==> src/rtl/ps2_key_emitter.sv <==
// ps2_key_emitter: device-side PS/2 set-2 transmitter for a single key.
// A press emits the make code; a release emits 0xF0 followed by the code latched at press.
// Each byte goes out as an 11-bit frame (start, 8 data LSB first, odd parity, stop),
// followed by an idle gap.
// Optional feature: define PS2_TYPEMATIC_EN to repeat the make code while the key is held.
module ps2_key_emitter #(
    parameter int unsigned CLK_DIV   = 2500,
    parameter int unsigned GAP_CYC   = 5000,
    parameter int unsigned TM_DELAY  = 25000000,
    parameter int unsigned TM_PERIOD = 5000000
) (
    input  logic       clk,
    input  logic       rst,
    input  logic [7:0] key_code,
    input  logic       key_status,
    output logic       ps2_clk,
    output logic       ps2_data,
    output logic       busy,
    output logic       byte_done
);

    typedef enum logic [2:0] {
        StIdle,
        StStart,
        StShift,
        StStop,
        StGap
    } state_t;

    localparam int unsigned HW = $clog2(CLK_DIV + 1);
    localparam int unsigned GW = $clog2(GAP_CYC + 1);
    localparam logic [HW-1:0] HALF_LAST = HW'(CLK_DIV - 1);
    localparam logic [GW-1:0] GAP_LAST  = GW'(GAP_CYC - 1);

    state_t        state;
    logic [HW-1:0] half_cnt;
    logic          half_phase;  // 0: ps2_clk high half, 1: low half
    logic [3:0]    bit_idx;
    logic [GW-1:0] gap_cnt;
    logic [10:0]   frame_sr;    // bit 0 is the bit currently on ps2_data
    logic          reported;    // last key state actually sent (1 = down)
    logic [7:0]    rcode;       // code latched at press, reused for break and repeats
    logic          pend;        // second byte of a break (rcode) still to send

    // Frame layout, LSB first on the wire: start 0, data, odd parity, stop 1
    function automatic logic [10:0] frame_of(input logic [7:0] b);
        return {1'b1, ~^b, b, 1'b0};
    endfunction

`ifdef PS2_TYPEMATIC_EN
    localparam int unsigned TM_MAX = (TM_DELAY > TM_PERIOD) ? TM_DELAY : TM_PERIOD;
    localparam int unsigned TW     = $clog2(TM_MAX + 1);

    logic [TW-1:0] tm_cnt;
    logic          tm_rep;   // first repeat already sent for this press
    logic          tm_fire;

    // Repeat is due on the last cycle of the current interval while the key is held
    always_comb begin
        tm_fire = reported &&
                  (tm_cnt == (tm_rep ? TW'(TM_PERIOD - 1) : TW'(TM_DELAY - 1)));
    end
`else
    logic unused_tm;
    assign unused_tm = ^{TM_DELAY, TM_PERIOD};
`endif

    // Main sequencer: key-level comparison, frame bit timing, gap and byte queue
    always_ff @(posedge clk) begin
        if (!rst) begin
            state      <= StIdle;
            half_cnt   <= '0;
            half_phase <= 1'b0;
            bit_idx    <= '0;
            gap_cnt    <= '0;
            frame_sr   <= '0;
            reported   <= 1'b0;
            rcode      <= '0;
            pend       <= 1'b0;
            ps2_clk    <= 1'b1;
            ps2_data   <= 1'b1;
            busy       <= 1'b0;
            byte_done  <= 1'b0;
`ifdef PS2_TYPEMATIC_EN
            tm_cnt     <= '0;
            tm_rep     <= 1'b0;
`endif
        end else begin
            byte_done <= 1'b0;
`ifdef PS2_TYPEMATIC_EN
            // Held-key timer only runs while idle with the key reported down and nothing due
            if (state == StIdle && reported && key_status && !tm_fire) begin
                tm_cnt <= tm_cnt + TW'(1);
            end else begin
                tm_cnt <= '0;
            end
`endif
            unique case (state)
                StIdle: begin
                    // A release always wins over a repeat due in the same cycle
                    if (key_status != reported) begin
                        reported   <= key_status;
                        busy       <= 1'b1;
                        state      <= StStart;
                        ps2_data   <= 1'b0;
                        ps2_clk    <= 1'b1;
                        half_cnt   <= '0;
                        half_phase <= 1'b0;
                        bit_idx    <= '0;
                        if (key_status) begin
                            rcode    <= key_code;
                            frame_sr <= frame_of(key_code);
                            pend     <= 1'b0;
`ifdef PS2_TYPEMATIC_EN
                            tm_rep   <= 1'b0;
`endif
                        end else begin
                            frame_sr <= frame_of(8'hF0);
                            pend     <= 1'b1;
                        end
                    end
`ifdef PS2_TYPEMATIC_EN
                    else if (tm_fire) begin
                        busy       <= 1'b1;
                        state      <= StStart;
                        ps2_data   <= 1'b0;
                        ps2_clk    <= 1'b1;
                        half_cnt   <= '0;
                        half_phase <= 1'b0;
                        bit_idx    <= '0;
                        frame_sr   <= frame_of(rcode);
                        pend       <= 1'b0;
                        tm_rep     <= 1'b1;
                    end
`endif
                end

                StStart, StShift, StStop: begin
                    if (half_cnt == HALF_LAST) begin
                        half_cnt   <= '0;
                        half_phase <= ~half_phase;
                        if (!half_phase) begin
                            ps2_clk <= 1'b0;
                        end else begin
                            ps2_clk <= 1'b1;
                            if (bit_idx == 4'd10) begin
                                state     <= StGap;
                                ps2_data  <= 1'b1;
                                byte_done <= 1'b1;
                                gap_cnt   <= '0;
                            end else begin
                                bit_idx  <= bit_idx + 4'd1;
                                frame_sr <= frame_sr >> 1;
                                ps2_data <= frame_sr[1];
                                state    <= (bit_idx == 4'd9) ? StStop : StShift;
                            end
                        end
                    end else begin
                        half_cnt <= half_cnt + HW'(1);
                    end
                end

                StGap: begin
                    if (gap_cnt == GAP_LAST) begin
                        gap_cnt <= '0;
                        if (pend) begin
                            pend       <= 1'b0;
                            state      <= StStart;
                            ps2_data   <= 1'b0;
                            ps2_clk    <= 1'b1;
                            half_cnt   <= '0;
                            half_phase <= 1'b0;
                            bit_idx    <= '0;
                            frame_sr   <= frame_of(rcode);
                        end else begin
                            state <= StIdle;
                            busy  <= 1'b0;
                        end
                    end else begin
                        gap_cnt <= gap_cnt + GW'(1);
                    end
                end

                default: begin
                    state <= StIdle;
                    busy  <= 1'b0;
                end
            endcase
        end
    end

endmodule

==> config.mk <==
export PLATFORM = sky130hd
export DESIGN_NAME = ps2_key_emitter
export DESIGN_NICKNAME = d
export VERILOG_FILES = /design/src/rtl/ps2_key_emitter.sv
export SDC_FILE = /design/constraint.sdc
export NUM_CORES = 1
export LEC_CHECK = 0
export BUFFER_PORTS_ARGS = -buffer_cell sky130_fd_sc_hd__buf_2
export CAP_MARGIN = 25
export CORE_MARGIN = 2
export CORE_UTILIZATION = 55
export DETAILED_ROUTE_END_ITERATION = 10
export PLACE_DENSITY = 0.81
export SETUP_SLACK_MARGIN = 0.15
export SLEW_MARGIN = 25
export SYNTH_ARGS = -nofsm -noshare
export SYNTH_HDL_FRONTEND = slang
export SYNTH_SLANG_ARGS = --single-unit
==> constraint.sdc <==
create_clock -name clk -period 2.4 [get_ports clk]
set_input_delay 0.24 -clock clk [delete_from_list [all_inputs] [get_ports clk]]
set_output_delay 0.24 -clock clk [all_outputs]
set_load 0.005 [all_outputs]
# [Word level (Yosys, flattened, before mapping)]
# Cells that the tools add are included.
[word_totals] reg_bits=58 latch_bits=0 ramBits=0 mem_bits_ro=0 inputBits=11 elab_cells=109 n_memories=0
[op_classes] n_addsub=3 multipliers=0 div_mod_pow=0 order_cmp=0 n_eq_ne=17 shifts=0 n_mux=56 bitwise_logic=2 n_reduce_logical=18
[ops] operator="$mux 11" n=6
[ops] operator="$mux 13" n=4
[ops] operator="$mux 12" n=4
[ops] operator="$pmux 12 s3" n=1
[ops] operator="$pmux 11 s3" n=1
[ops] operator="$pmux 13 s2" n=1
[ops] operator="$mux 4" n=6
[ops] operator="$mux 1" n=20
[ops] operator="$reduce_and 4->1" n=5
[ops] operator="$ne 2x2->1 const B" n=8
[ops] operator="$reduce_xnor 8->1" n=2
[ops] operator="$mux 3" n=5
[ops] operator="$add 13x1->13 const B" n=1
[ops] operator="$eq 13x13->1 const B" n=1
[ops] operator="$add 12x1->12 const B" n=1
[ops] operator="$eq 12x12->1 const B" n=1
[ops] operator="$pmux 1 s3" n=4
[ops] operator="$pmux 4 s3" n=1
[ops] operator="$mux 10" n=1
[ops] operator="$pmux 3 s3" n=1
[ops] operator="$eq 4x4->1 const B" n=2
[ops] operator="$reduce_and 7->1" n=1
[ops] operator="$eq 3x2->1 const B" n=2
[ops] operator="$reduce_and 3->1" n=2
[ops] operator="13 further kinds" n=15

# [Depth between registers and ports, before layout]
# Gate-level depths: netlist of run 1.
[depth] ltp_word=6 depth_mapped=9 mapped_depth_nobuf=8

# [Worst setup path after synthesis of run 1]
# Ideal clock, no wire load.
[synth_path] path_kind="flip-flop to flip-flop" startpoint="register half_cnt[3]" endpoint="register gap_cnt[7]" setup_time_ns=0.070 t_arrival_ns=2.530 required_ns=2.330 setup_slack_ns=-0.200 stages_incl_launch_ff=7 n_path_buf=0 path_cell_list="dfxtp_1 > or4b_4 > or4_4 > a2111oi_4 > nand3_2 > or4b_1 > a21oi_1"
[synth_between] elab_chain_cells=3
[synth_lines] item="from (decl)" line="36" rtl="logic [HW-1:0] half_cnt;"
[synth_lines] item="from (signal assigned)" line="159" rtl="half_cnt <= half_cnt + HW'(1);"
[synth_lines] item="$eq 12x12->1" line="139" rtl="if (half_cnt == HALF_LAST) begin"
[synth_lines] item="$ne 2x2->1 (no source line)"
[synth_lines] item="$reduce_and 4->1 (no source line)"
[synth_lines] item="to (signal assigned)" line="180" rtl="gap_cnt <= gap_cnt + GW'(1);"
[synth_lines] item="to (decl)" line="39" rtl="logic [GW-1:0] gap_cnt;"
# No other way between the ends.
# A chain may end at the register's enable or synchronous reset.

# [Worst setup path after layout of run 1]
[layout_path] startpoint="register half_cnt[5]" endpoint="register gap_cnt[7]"
# The elaborated chain is that of the path after synthesis.

==> flow_metrics.tcl, run 1 <==
set metrics [dict create \
    status "finished, violations left" \
    failed_checks "negative setup slack" \
    worstReg2RegEnd "gap_cnt[7]$_SDFFE_PN0P_" \
    grt_pass1_wl_mm 11.93 \
    maxSlewViolCount 0 \
    r2r_start "half_cnt[5]$_SDFFE_PN0P_" \
    dr.pass1.iters 5 \
    synth.distinct_cells 54 \
    yosysWarnings 0 \
    path_class "register to register" \
    antenna_found_initial 0 \
    synthCells 356 \
    hold_violations 0 \
    wl_per_cell_um 15.49 \
    endpoint_kind "register" \
    rsz0062_at_grt "true" \
    p_leak_nw 1.443 \
    grt_usage_pct 24.97 \
    startpoint "half_cnt[5]$_SDFFE_PN0P_" \
    fmax_ghz 0.3905 \
    synth_top_area_share_pct 39.21 \
    tns_ps -579.5 \
    fp.dieH_um 76.74 \
    synth.yosys.seq_area_share_pct 39.21 \
    ys_ff_latch 57 \
    cellPowerDensity_mw_per_mm2 815.1 \
    first_global_vias 2659 \
    cp-endpoint "gap_cnt[7]$_SDFFE_PN0P_" \
    fillers 376 \
    yosys_most_used_dff "dfxtp_1" \
    grt_start_max_net_pins 17 \
    mostFrequentLayoutCells "dfxtp_1, nor2_1, nand2_1, buf_4, a21oi_1" \
    mappedNetlistArea_mm2 0.002910 \
    cts.htree.levels 3 \
    start_util_pct 56.98 \
    cap_violations 0 \
    finalPower_mw 3.048 \
    nets 426 \
    synth_area_leaders "dfxtp_1, xnor2_1, a21oi_1" \
    dr.first_iter.drc_count 281 \
    period_minus_slack_ps 2561 \
    cp.arrival_ps 2830 \
    async_flop_share_pct 0 \
    reg2regPathDepth 6 \
    fin_skew_ps 9.165 \
    cts_made_buffers 9 \
    critPathRequiredTime_ps 2670 \
    diodes 0 \
    drc 0 \
    synth_nets 373 \
    ir_drop_mv 0.3762 \
    relSlewSlack_pct 60.84 \
    chipWidth_um 76.74 \
    core-area_mm2 0.005107 \
    routed_wl_mm 7.498 \
    vias_per_cell 5.787 \
    min_path_type "input pin to register" \
    drive_gt1_share_pct 25.60 \
    cp-start-kind "register" \
    clk_latency_ps 340 \
    postSynthAreaPerCell_um2 8.175 \
    finalSetupViolCount 7 \
    area_growth_pct 28.50 \
    clockBufferDepth 2 \
    worst_pin_slew_ps 586.7 \
    cts_tree "done" \
    setup_slack_ps -160.6 \
    rows 26 \
    worstPathMaxFanout 3 \
    fin_crit_sh_pct 106.7 \
    die_area_mm2 0.005889 \
    r2r_setup_slack_ps -160 \
    ant_nets 0 \
    clock_sinks 57 \
    hpwl_mm 4.804 \
    num_vias 2801 \
    grt-ovfl-total 0 \
    synth_edf_count 0 \
    cts_root_buffer "clkbuf_8" \
    final_common_cell "dfxtp_1" \
    cts.reportedPaths.clkPinSlew_ps 70 \
    yosysTopAreaCell "dfxtp_1" \
    numPortBuffers 14 \
    gp_congestion 0.8410 \
    preCtsSetupSlack_ps -213.1 \
    ios 15 \
    cts_hold_buf 0 \
]
registers in the layout, indices dropped and copies added (netlist names), 3 cells and up:
signal	count
gap_cnt	13
half_cnt	12
frame_sr	10
rcode	8
bit_idx	4
state	3
cell families (layout without fill, tap and decap cells):
kind of cell	after synthesis	in the layout	share of synthesized area, %
flops	57	57	39.21
fa+ha+maj	6	6	2.579
compound gates	75	76	16.55
buf+inv	28	84	3.654
xor+xnor	32	32	9.630
simple gates	153	154	26.66
mux	5	5	1.720
final cells by class:
cell class | instances | area, um^2 | area share [%]
Multi-Input combinational cell | 273 | 1789 | 47.84
Sequential cell | 57 | 1141 | 30.51
Timing Repair Buffer | 58 | 407.9 | 10.91
Clock buffer | 11 | 151.4 | 4.048
Clock inverter | 5 | 125.1 | 3.346
Tap cell | 70 | 87.58 | 2.342
Inverter | 10 | 37.54 | 1.004
metrics by stage:
step | hold slack [ps] | utilization [%] | cell area [um^2] | cells
finish | 162.4 | 73.22 | 3740 | 484
global route | 175.4 | 73.22 | 3740 | 484
CTS | 156.8 | 71.07 | 3630 | 477
detailed placement | 454.4 | 64.23 | 3281 | 457
global placement | 441.1 | 64.23 | 3281 | 457
floorplan | 376.0 | - | 2929 | 356
worst min-delay path by stage:
stage                                  start                  endpoint  slack (ps)  depth (start not counted)
floorplan                        key_code[0]     rcode[0]$_SDFFE_PN0P_         380                          2
global placement    frame_sr[8]$_SDFFE_PN0P_  frame_sr[8]$_SDFFE_PN0P_         440                          2
detailed placement  frame_sr[2]$_SDFFE_PN0P_  frame_sr[2]$_SDFFE_PN0P_         450                          2
CTS                              key_code[3]     rcode[3]$_SDFFE_PN0P_         160                          3
global route                     key_code[7]     rcode[7]$_SDFFE_PN0P_         180                          3
finish                           key_code[3]     rcode[3]$_SDFFE_PN0P_         160                          3
metal layers:
layer	up-vias	GRT usage [%]	share of wire (%)	wire length, um
li1	1367	-	-	-
met1	1330	31.20	44	3262
met2	86	40.79	49	3668
met3	18	5.647	5.3	396
met4	0	11.82	2.3	171
met5	-	0	0	0
what timing repair did:
action	CTS	global route
setup endpoints to repair	23	33
buffers inserted	4	5
gates cloned	0	2
resized for setup	11	12
pin swaps	1	10
cells in the mapped netlist, drive strengths merged (3+ instances only):
cell type	count
and3	4
clkbuf	16
nor2	45
nand3	8
nor3	9
or3	13
or2	3
inv	10
nand4	8
o21ai	9
xnor2	21
dfxtp	57
nand2	44
a21oi	35
ha	6
mux2i	5
a31oi	3
xor2	11
o22ai	8
or4b	4
report_power, final:
| part | leakage, nW | total, mW | switching [mW] | internal [mW] |
|---|---|---|---|---|
| logic | 0.839 | 0.707 | 0.398 | 0.309 |
| registers | 0.464 | 1.09 | 0.0596 | 1.03 |
| clock network | 0.140 | 1.25 | 0.399 | 0.850 |
| total | 1.44 | 3.05 | 0.857 | 2.19 |
worst max-delay path: stages, from the launching register on:
cell and delay (ps):
dfxtp_1 310, or4b_4 550, or4_4 520, a2111oi_4 350
nand3_2 130, or4b_1 490, a21oi_1 150
Power figures use the tool's default switching activity.
==> run 2: changes to the inputs <==
CORE_UTILIZATION = 40   (was 55)
MAX_ROUTING_LAYER = met4   (was unset)
PLACE_DENSITY = 0.63   (was 0.81)
==> flow_metrics.tcl, run 2 (synthesis results as in run 1) <==
set metrics [dict create \
    whs_path_depth 3 \
    hpwl_mm 4.778 \
    failed_checks "negative setup slack" \
    fmax_ghz 0.3868 \
    gp_congestion 0.8010 \
    start_util_pct 40.78 \
    crit_chain "or4b_4 -> or4_4 -> a2111oi_4 -> nand3_2 -> or4b_1 -> a21oi_1" \
    worstPathMaxFanout 4 \
    diodes 0 \
    antenna_found_initial 0 \
    hold_path_startpoint "key_code[4]" \
    final_common_cell "dfxtp_1" \
    vias_per_cell 5.240 \
    reg2regPathDepth 6 \
    r2r_start "half_cnt[5]$_SDFFE_PN0P_" \
    cts_made_buffers 9 \
    endpoint_kind "register" \
    cts.htree.levels 3 \
    finalSetupViolCount 11 \
    status "finished, violations left" \
    cts.reportedPaths.clkPinSlew_ps 70 \
    clock_sinks 57 \
    cts_tree "done" \
    rows 31 \
    dpl_cell_area_mm2 0.003347 \
    cp.arrival_ps 2860 \
    fillers 669 \
    rsz0062_at_grt "true" \
    path_class "register to register" \
    chipWidth_um 89.30 \
    core-area_mm2 0.007137 \
    grt-ovfl-total 0 \
    drive_gt1_share_pct 28.98 \
    critPathRequiredTime_ps 2680 \
    wl_per_cell_um 14.09 \
    fin_skew_ps 9.400 \
    maxSlewViolCount 0 \
    largest_register_ffs 13 \
    dr.pass1.iters 4 \
    drc 0 \
    die_area_mm2 0.007974 \
    ir_drop_mv 0.3351 \
    grt_start_max_net_pins 26 \
    final_area_mm2 0.003811 \
    setup_slack_ps -185.4 \
    ant_nets 0 \
    area_growth_pct 30.95 \
    clk_latency_ps 350 \
    fin_crit_sh_pct 107.7 \
    grt_usage_pct 19.36 \
    top_regs "gap_cnt (13), half_cnt (12), frame_sr (10)" \
    p_leak_nw 1.456 \
    tns_ps -1147 \
    cap_violations 0 \
    startpoint "half_cnt[5]$_SDFFE_PN0P_" \
    num_vias 2725 \
    numPortBuffers 14 \
    period_minus_slack_ps 2585 \
    relSlewSlack_pct 76.58 \
    cp_slowest_cell "or4b_4" \
    largest_register "gap_cnt" \
    clockBufferDepth 2 \
    cp-start-kind "register" \
    mostFrequentLayoutCells "dfxtp_1, buf_4, nor2_1" \
    slowest_delay_ps 530 \
    nets 433 \
    first_global_vias 2472 \
    min_path_type "input pin to register" \
    routed_wl_mm 7.326 \
    dr.first_iter.drc_count 167 \
    hold_violations 0 \
    cts_root_buffer "clkbuf_8" \
    cellPowerDensity_mw_per_mm2 729.2 \
    worst_pin_slew_ps 348.7 \
    fp.dieH_um 89.30 \
    grt_pass1_wl_mm 11.49 \
    cts_hold_buf 0 \
    ios 15 \
]
-- run 2: changes by cell type in the layout (fill, tap and decap cells not counted), sizes merged --
cell / before / now
buf: 58 / 66
clkbuf: 11 / 10
clkinv: 1 / 3
bufinv: 4 / 2
nand2: 45 / 44
clkinvlp: 0 / 1
-- run 2: power by group --
| part | internal, mW | leakage, nW | total, mW | switching, mW |
|---|---|---|---|---|
| logic | 0.325 | 0.885 | 0.719 | 0.394 |
| clock network | 0.579 | 0.106 | 0.972 | 0.393 |
| registers | 1.03 | 0.465 | 1.09 | 0.0556 |
| total | 1.94 | 1.46 | 2.78 | 0.843 |
-- run 2: critical path: cells and delay by family, from the launching register on --
| kind | cells | cell delay [ps] |
|---|---|---|
| AO/OA/AOI/OAI | 2 | 500 |
| flip-flops | 1 | 320 |
| AND/OR/NAND/NOR | 4 | 1700 |
-- run 2: path summary, 6_finish.rpt --
path	endpoint	slack, ps
worst max-delay path	gap_cnt[7]$_SDFFE_PN0P_	-190
worst min-delay path	rcode[4]$_SDFFE_PN0P_	160
worst max register to register	gap_cnt[7]$_SDFFE_PN0P_	-190
worst min register to register	frame_sr[7]$_SDFFE_PN0P_	460
-- run 2: routing by layer --
metal | global-route usage [%] | wire, um | up-vias
li1 | - | - | 1371
met1 | 25.00 | 3400 | 1296
met2 | 29.36 | 3473 | 43
met3 | 4.524 | 278 | 15
met4 | 7.463 | 174 | 0
met5 | - | 0 | -
-- run 2: metrics by stage --
step	std cells	hold WS (ps)	utilization, %	total power [mW]	setup slack (ps)
after floorplan	356	376.0	-	1.540	-80.94
after global placement	490	441.9	46.90	1.729	-128.8
after detailed placement	490	447.0	46.90	1.738	-201.7
after CTS	513	148.4	51.09	2.710	-192.2
after global routing	520	155.9	53.40	2.938	-279.5
final	520	158.4	53.40	2.779	-185.4
-- run 2: what timing repair did --
item | CTS | global route
setup buffers | 7 | 6
endpoints found under the setup margin | 20 | 35
pin swaps | 6 | 14
cloned | 0 | 1
gates resized for setup | 10 | 26
-- run 2: final cells by class --
type                    count  area, um^2  share of cell area, %
clock inverters             6       82.58                  2.167
clock buffers              10       127.6                  3.349
well taps                  99       123.9                  3.250
inverters                  10       37.54                 0.9849
multi-input cells         272        1812                  47.54
flip-flops and latches     57        1145                  30.04
repair buffers             66       483.0                  12.67
==> run 3: changes to the inputs <==
CELL_PAD_IN_SITES_DETAIL_PLACEMENT = 0   (was unset)
CELL_PAD_IN_SITES_GLOBAL_PLACEMENT = 1   (was unset)
PLACE_DENSITY = 0.75   (was 0.63)
clock period = 2.9 ns   (was 2.4 ns; I/O delays follow)
==> flow_metrics.tcl, run 3 (synthesis results as in run 1) <==
set metrics [dict create \
    rows 31 \
    worstPathMaxFanout 6 \
    clockBufferDepth 2 \
    dpl_cell_area_mm2 0.003110 \
    cp_slowest_cell "or4b_4" \
    crit_chain "or4b_4 -> or4_4 -> a2111oi_4 -> nand3_2 -> or4b_4 -> a21oi_2" \
    final_common_cell "dfxtp_1" \
    path_class "register to register" \
    endpoint_kind "register" \
    num_vias 2515 \
    p_leak_nw 1.200 \
    ios 15 \
    drc 0 \
    cap_violations 0 \
    hpwl_mm 4.671 \
    crit_top_cell "or4b_4" \
    period_minus_slack_ps 2720 \
    finalPower_mw 2.062 \
    critPathRequiredTime_ps 3160 \
    cts.htree.levels 3 \
    ir_drop_mv 0.2123 \
    fin_crit_sh_pct 93.79 \
    chipWidth_um 89.30 \
    area_growth_pct 14.79 \
    cp.arrival_ps 2980 \
    die_area_mm2 0.007974 \
    grt_pass1_wl_mm 11.32 \
    mostFrequentLayoutCells "dfxtp_1, nor2_1, nand2_1" \
    min_path_type "input pin to register" \
    maxSlewViolCount 0 \
    numPortBuffers 14 \
    top_regs "gap_cnt (13), half_cnt (12), frame_sr (10)" \
    grt_usage_pct 19.01 \
    path_buf_inv 0 \
    grt-ovfl-total 0 \
    fillers 742 \
    routed_wl_mm 6.798 \
    dr.first_iter.drc_count 99 \
    cts_tree "done" \
    diodes 0 \
    relSlewSlack_pct 31.95 \
    fin_skew_ps 7.257 \
    vias_per_cell 5.229 \
    clk_latency_ps 330 \
    start_util_pct 40.78 \
    worst_pin_slew_ps 1020 \
    antenna_found_initial 0 \
    drive_gt1_share_pct 17.28 \
    cts_root_buffer "clkbuf_8" \
    largest_register "gap_cnt" \
    cellPowerDensity_mw_per_mm2 617.3 \
    cts_made_buffers 9 \
    critical_path.top_delay_family "simple AND/OR/NAND/NOR gates" \
    clock_sinks 57 \
    gp_congestion 0.7903 \
    first_global_vias 2371 \
    fmax_ghz 0.3677 \
    largest_register_ffs 13 \
    fp.dieH_um 89.30 \
    slowest_delay_ps 550 \
    wl_per_cell_um 14.13 \
    dr.pass1.iters 4 \
    fin_util_pct 46.81 \
    ant_nets 0 \
    core-area_mm2 0.007137 \
    nets 394 \
    rsz0062_at_grt "true" \
    cp-start-kind "register" \
    cts.reportedPaths.clkPinSlew_ps 70 \
    status "finished clean" \
    grt_start_max_net_pins 30 \
    hold_violations 0 \
    finalSetupViolCount 0 \
    tns_ps 0 \
    final_area_mm2 0.003341 \
]
run 3: cell types whose count changed in the layout (fill, tap and decap cells not counted), moves of 3 or more:
cell / previous run / this run
nand2_2: 3 / 0
nand2_1: 41 / 44
buf_4: 46 / 14
or3_4: 4 / 0
buf_6: 6 / 0
run 3: timing repair:
action / in CTS / in global routing
buffers inserted: 0 / 4
hold buffers: 0 / 0
gates resized for setup: 0 / 10
endpoints found under the hold margin: 0 / 0
pin swaps: 2 / 6
endpoints found under the setup margin: 1 / 12
run 3: final timing paths:
check | startpoint | endpoint | slack, ps | depth (start not counted)
setup / recovery | half_cnt[5]$_SDFFE_PN0P_ | gap_cnt[7]$_SDFFE_PN0P_ | 180 | 6
hold / removal | key_code[1] | rcode[1]$_SDFFE_PN0P_ | 210 | 3
setup reg to reg | half_cnt[5]$_SDFFE_PN0P_ | gap_cnt[7]$_SDFFE_PN0P_ | 180 | 6
hold reg to reg | frame_sr[2]$_SDFFE_PN0P_ | frame_sr[2]$_SDFFE_PN0P_ | 450 | 2
run 3: power by group:
part | switching, mW | internal [mW] | total (mW)
logic | 0.287 | 0.201 | 0.488
registers | 0.0517 | 0.854 | 0.906
clock network | 0.312 | 0.356 | 0.668
run 3: final cells by class:
type | instances | area, um^2 | share of cell area [%]
clock buffer | 14 | 162.7 | 4.869
clock inverter | 2 | 12.51 | 0.3745
inverter | 10 | 37.54 | 1.124
multi-input combinational | 271 | 1680 | 50.30
sequential | 57 | 1149 | 34.38
tap | 99 | 123.9 | 3.708
timing repair buffer | 28 | 175.2 | 5.243
run 3: worst register-to-register path, cell delays in order, from the launching register on:
cell	delay [ps]
dfxtp_2	320
or4b_4	550
or4_4	520
a2111oi_4	400
nand3_2	190
or4b_4	550
a21oi_2	120
run 3: through the flow:
stage / hold slack (ps) / setup WS, ps / instances
after floorplan: 426.0 / 299.8 / 356
final: 213.1 / 180.1 / 481
after detailed placement: 449.5 / 132.6 / 461
after global routing: 219.2 / 106.3 / 481
after global placement: 444.2 / 150.1 / 461
after CTS: 202.7 / 167.9 / 477
run 3: metal layers:
layer / up-vias / track usage, % / part of all wire, %
li1: 1294 / - / -
met1: 1177 / 24.49 / 50
met4: 0 / 7.463 / 1.6
met5: - / - / 0
met2: 34 / 29.70 / 46
met3: 10 / 3.324 / 2.6
